**src/rtl/digit_serial_adder_pkg.sv**
```systemverilog
// Shared constants and FSM state type for the digit-serial adder.
// Used by digit_serial_adder and its digit stage.
package digit_serial_pkg;

  localparam int DIGIT_W = 2;

  typedef enum logic [1:0] {
    IDLE = 2'd0,
    RUN  = 2'd1,
    DONE = 2'd2
  } state_t;

endpackage

```
**src/rtl/digit_add2.sv**
```systemverilog
// Two-bit full adder: one digit of the serial addition, carry in and out.
module digit_add2
  import digit_serial_pkg::*;
(
  input  logic [DIGIT_W-1:0] a,
  input  logic [DIGIT_W-1:0] b,
  input  logic               cin,
  output logic [DIGIT_W-1:0] s,
  output logic               cout
);

  logic [DIGIT_W:0] sum;

  always_comb begin
    sum  = {1'b0, a} + {1'b0, b} + {{DIGIT_W{1'b0}}, cin};
    s    = sum[DIGIT_W-1:0];
    cout = sum[DIGIT_W];
  end

endmodule

```
**src/rtl/digit_serial_adder.sv**
```systemverilog
// Adds two WIDTH-bit operands two bits per clock, LSB digit first.
// Define DIGIT_SERIAL_ADDER_SUB_EN to add a 'sub' port selecting p + ~q + 1.
module digit_serial_adder
  import digit_serial_pkg::*;
#(
  parameter int WIDTH = 8
) (
  input  logic             clk,
  input  logic             rst,
  input  logic             start,
  input  logic [WIDTH-1:0] p,
  input  logic [WIDTH-1:0] q,
  output logic             busy,
  output logic             done,
  output logic [WIDTH:0]   r
`ifdef DIGIT_SERIAL_ADDER_SUB_EN
  ,
  input  logic             sub
`endif
);

  localparam int N     = WIDTH / DIGIT_W;
  localparam int CNT_W = $clog2(N + 1);
  localparam logic [CNT_W-1:0] LAST_DIGIT = CNT_W'(N - 1);

  state_t             state;
  state_t             state_next;
  logic [WIDTH-1:0]   a_reg;
  logic [WIDTH-1:0]   b_reg;
  logic               carry;
  logic [CNT_W-1:0]   cnt;
  logic [WIDTH:0]     r_reg;
  logic [CNT_W:0]     idx;
  logic [DIGIT_W-1:0] a_digit;
  logic [DIGIT_W-1:0] b_digit;
  logic [DIGIT_W-1:0] s_digit;
  logic               cout;
  logic               carry_init;

`ifdef DIGIT_SERIAL_ADDER_SUB_EN
  logic sub_reg;

  always_ff @(posedge clk) begin
    if (rst)
      sub_reg <= 1'b0;
    else if (state == IDLE && start)
      sub_reg <= sub;
  end

  assign carry_init = sub;
  // Subtraction inverts each B digit; the +1 comes from the initial carry.
  assign b_digit    = sub_reg ? ~b_reg[idx +: DIGIT_W] : b_reg[idx +: DIGIT_W];
`else
  assign carry_init = 1'b0;
  assign b_digit    = b_reg[idx +: DIGIT_W];
`endif

  assign idx     = {cnt, 1'b0};
  assign a_digit = a_reg[idx +: DIGIT_W];

  digit_add2 u_digit (
    .a    (a_digit),
    .b    (b_digit),
    .cin  (carry),
    .s    (s_digit),
    .cout (cout)
  );

  always_ff @(posedge clk) begin
    if (rst)
      state <= IDLE;
    else
      state <= state_next;
  end

  always_comb begin
    state_next = state;
    case (state)
      IDLE:    if (start) state_next = RUN;
      RUN:     if (cnt == LAST_DIGIT) state_next = DONE;
      DONE:    state_next = IDLE;
      default: state_next = IDLE;
    endcase
  end

  always_ff @(posedge clk) begin
    if (rst) begin
      a_reg <= '0;
      b_reg <= '0;
      carry <= 1'b0;
      cnt   <= '0;
      r_reg <= '0;
    end else if (state == IDLE && start) begin
      a_reg <= p;
      b_reg <= q;
      carry <= carry_init;
      cnt   <= '0;
      r_reg <= '0;
    end else if (state == RUN) begin
      r_reg[idx +: DIGIT_W] <= s_digit;
      carry                 <= cout;
      if (cnt == LAST_DIGIT)
        r_reg[WIDTH] <= cout;
      else
        cnt <= cnt + CNT_W'(1);
    end
  end

  assign busy = (state == RUN);
  assign done = (state == DONE);
  assign r    = r_reg;

endmodule
```
**config.mk**
```make
export PLATFORM = sky130hd
export DESIGN_NAME = digit_serial_adder
export DESIGN_NICKNAME = d
export VERILOG_FILES = /design/src/rtl/digit_serial_adder_pkg.sv /design/src/rtl/digit_add2.sv /design/src/rtl/digit_serial_adder.sv
export SDC_FILE = /design/constraint.sdc
export NUM_CORES = 1
export LEC_CHECK = 0
export ABC_AREA = 1
export CAP_MARGIN = 20
export CORE_UTILIZATION = 50
export CTS_CLUSTER_DIAMETER = 120
export DETAILED_ROUTE_END_ITERATION = 12
export GPL_TIMING_DRIVEN = 0
export PLACE_DENSITY_LB_ADDON = 0.08
export SLEW_MARGIN = 20
export SYNTH_ARGS = -nofsm -noshare
export SYNTH_HDL_FRONTEND = slang
export SYNTH_SLANG_ARGS = --single-unit
```
**constraint.sdc**
```tcl
create_clock -name clk -period 2.5 [get_ports clk]
set_input_delay 0.5 -clock clk [delete_from_list [all_inputs] [get_ports clk]]
set_output_delay 0.5 -clock clk [all_outputs]
set_load 0.005 [all_outputs]
```
==> qor.txt <==
Worst slew margin: 72.6%
clock network fraction of total power: 31.2%
PwrDens: 583 mW/mm^2
Final Slew Violations: 0
I/O Pins: 30
R2R depth: 10
Core Util, Final: 66.6%
CP Max Fanout: 14
Power Internal: 0.772 mW
clock skew: 0.00537 ns
initial antenna violation count: 0
Die Footprint: 0.00312 mm^2
global route total overflow: 0
Final min period: 2.26 ns
Worst path depth: 10
WP buf/inv: 3
Post-Synthesis Cells: 200
kind of critical path: reg -> reg
#FFs+latches synth: 31
filler instances: 253
Leak Pwr: 0.766 nW
clock buffer depth: 2
Largest register FFs: 9
run status: finished clean
final period utilization: 90.3%
global-route wire length before repair: 5290 um
DRT Pass-1 Iters: 4
GPL Wtd Cong: 0.851
# port buffers: 28
Final Hold Viols: 0
Antenna Violating Nets Remaining: 0
Crit path max-delay family: adder cells
most frequent cells in the layout: nand2_1 (50), dfxtp_1 (31), nor2_1 (30)
total power: 1.07 mW
mean post-synth cell area: 7.26 um^2
total setup buffers inserted after CTS: 0
Mapped Area: 0.00145 mm^2
share of cells above drive strength 1: 10.2%
commonest non-fill, non-tap cell in the layout: nand2_1
Setup crit start kind: flop
share of power burned in registers: 49.5%
Final setup viols: 0
Gate power share: 19.3%
post_cts resized: 0
CTS Hold Buffers Added: 0
DRT iter0 DRCs: 14
vias in the first global route: 1293
Hold Path Class: reg -> reg
sw frac: 27.8%
CTS buffer count: 5
synthesized net count: 225
arrival time at the worst endpoint: 2.49 ns
clock latency on the worst-skew pair: 0.33 ns
DRC violations left: 0
Peak VDD IR: 0.548 mV
Finished Layout Cells: 266
# H-tree levels: 2
max cap viols: 0
Starting Density: 52.7%
drt via density: 5.13
CP Capture Type: flop
detailed placer's ending HPWL: 2330 um
largest net degree at the start of global routing: 11
final wirelength: 3000 um
Total GRT Usage: 22.0%
worst path required time: 2.73 ns
Switch Pwr: 0.298 mW
post-synthesis sequential area ratio: 42.7%
fmax: 443 MHz
CTS tree: done
Root Driver: clkbuf_4
RSZ-0062 raised after global routing: no
CTS Sinks: 31
placed cells: 259
std cell rows: 19
worst hold path depth: 2
Area Growth Syn to Fin: 26.4%
final setup TNS: 0 ns
Unique masters post-synth: 25
Slew @ Worst Pin: 0.410 ns
slowest stage delay, CP: 0.49 ns
WL per Instance: 11.3 um
die width: 55.9 um
Die Height: 55.9 um
antenna cells: 0
Yosys Warn Count: 0
routed vias: 1364
Max stage delay cell, worst path: fa_1
Cell Chain, Critical Path: buf_6 -> inv_2 -> nor2_1 -> o22ai_1 -> nand2_1 -> fa_1 -> inv_1 -> fa_1 -> o21ai_1 -> nor2_1
CORE AREA: 0.00276 mm^2
Reg clk slew, reported paths: 0.09 ns
final layout net count: 259
-- layout make-up --
type / count / area [um^2] / share of cell area, %
Inverter: 19 / 73.8 / 4.02
Multi-Input combinational cell: 142 / 704 / 38.4
Timing Repair Buffer: 28 / 280 / 15.3
Tap cell: 31 / 38.8 / 2.11
Sequential cell: 31 / 621 / 33.8
Buffer: 7 / 48.8 / 2.66
Clock buffer: 8 / 68.8 / 3.75
-- cells by family (layout without fill, tap and decap cells) --
| family | after synthesis | after routing | synth area share (%) |
|---|---|---|---|
| simple gates | 91 | 91 | 26.4 |
| compound gates | 45 | 45 | 15.8 |
| flops | 31 | 31 | 42.7 |
| buf+inv | 27 | 62 | 8.79 |
| fa+ha+maj | 6 | 6 | 6.20 |
-- layer usage --
layer | GRT usage [%] | wire length, um | part of all wire (%) | up-vias
li1 | - | - | - | 705
met1 | 24.5 | 1290 | 43 | 627
met2 | 37.5 | 1540 | 51 | 27
met3 | 7.44 | 118 | 3.9 | 5
met4 | 10.5 | 54 | 1.8 | 0
met5 | 0 | 0 | 0 | -
-- synthesized netlist by cell type --
master    instances  share of area, %
nand3b_1          2               1.0
nor2_4            1              0.78
inv_1            13               3.4
nand2_1          50                13
fa_1              2               2.8
nor2_1           30               7.8
dfxtp_1          31                43
inv_4             1              0.43
o21ai_0           9               3.1
a21boi_0          1              0.52
clkbuf_1          1              0.26
inv_2             5               1.3
nand3_1           2              0.69
nor3_1            1              0.34
or2_0             1              0.43
buf_2             4               1.4
a21oi_1          26               9.0
buf_6             2               1.6
ha_1              4               3.4
nand2_2           1              0.43
o22ai_1           2              0.86
nor2_2            2              0.86
buf_4             1              0.52
nand3_4           1               1.2
o21ai_1           7               2.4
-- power by group through the flow --
stage                     clock network (mW)  registers [mW]  logic (mW)
after floorplan                            0           0.538       0.137
after global placement                     0           0.540       0.199
after detailed placement                   0           0.541       0.207
after CTS                              0.338           0.529       0.208
after global routing                   0.363           0.532       0.233
final                                  0.334           0.529       0.207
-- stage by stage --
step	setup slack, ns	cell area, um^2	hold WS, ns
global route	0.106	1840	0.493
finish	0.244	1840	0.467
CTS	0.130	1840	0.471
global placement	0.182	1770	0.453
detailed placement	0.148	1770	0.458
floorplan	0.392	1450	0.441
-- worst register-to-register path, delay by kind of cell, from the launching register on --
kind	cells	cell delay, ns
flops	1	0.34
simple gates	3	0.20
fa+ha+maj	2	0.88
buf+inv	3	0.38
compound gates	2	0.35
-- path summary, 6_finish.rpt --
kind | start | end | slack (ns)
hold reg to reg | b_reg[3] | b_reg[3] | 0.47
hold / removal | b_reg[3] | b_reg[3] | 0.47
setup / recovery | cnt[0] | r[5] | 0.24
setup reg to reg | cnt[0] | r[5] | 0.24
Power figures use the tool's default switching activity.
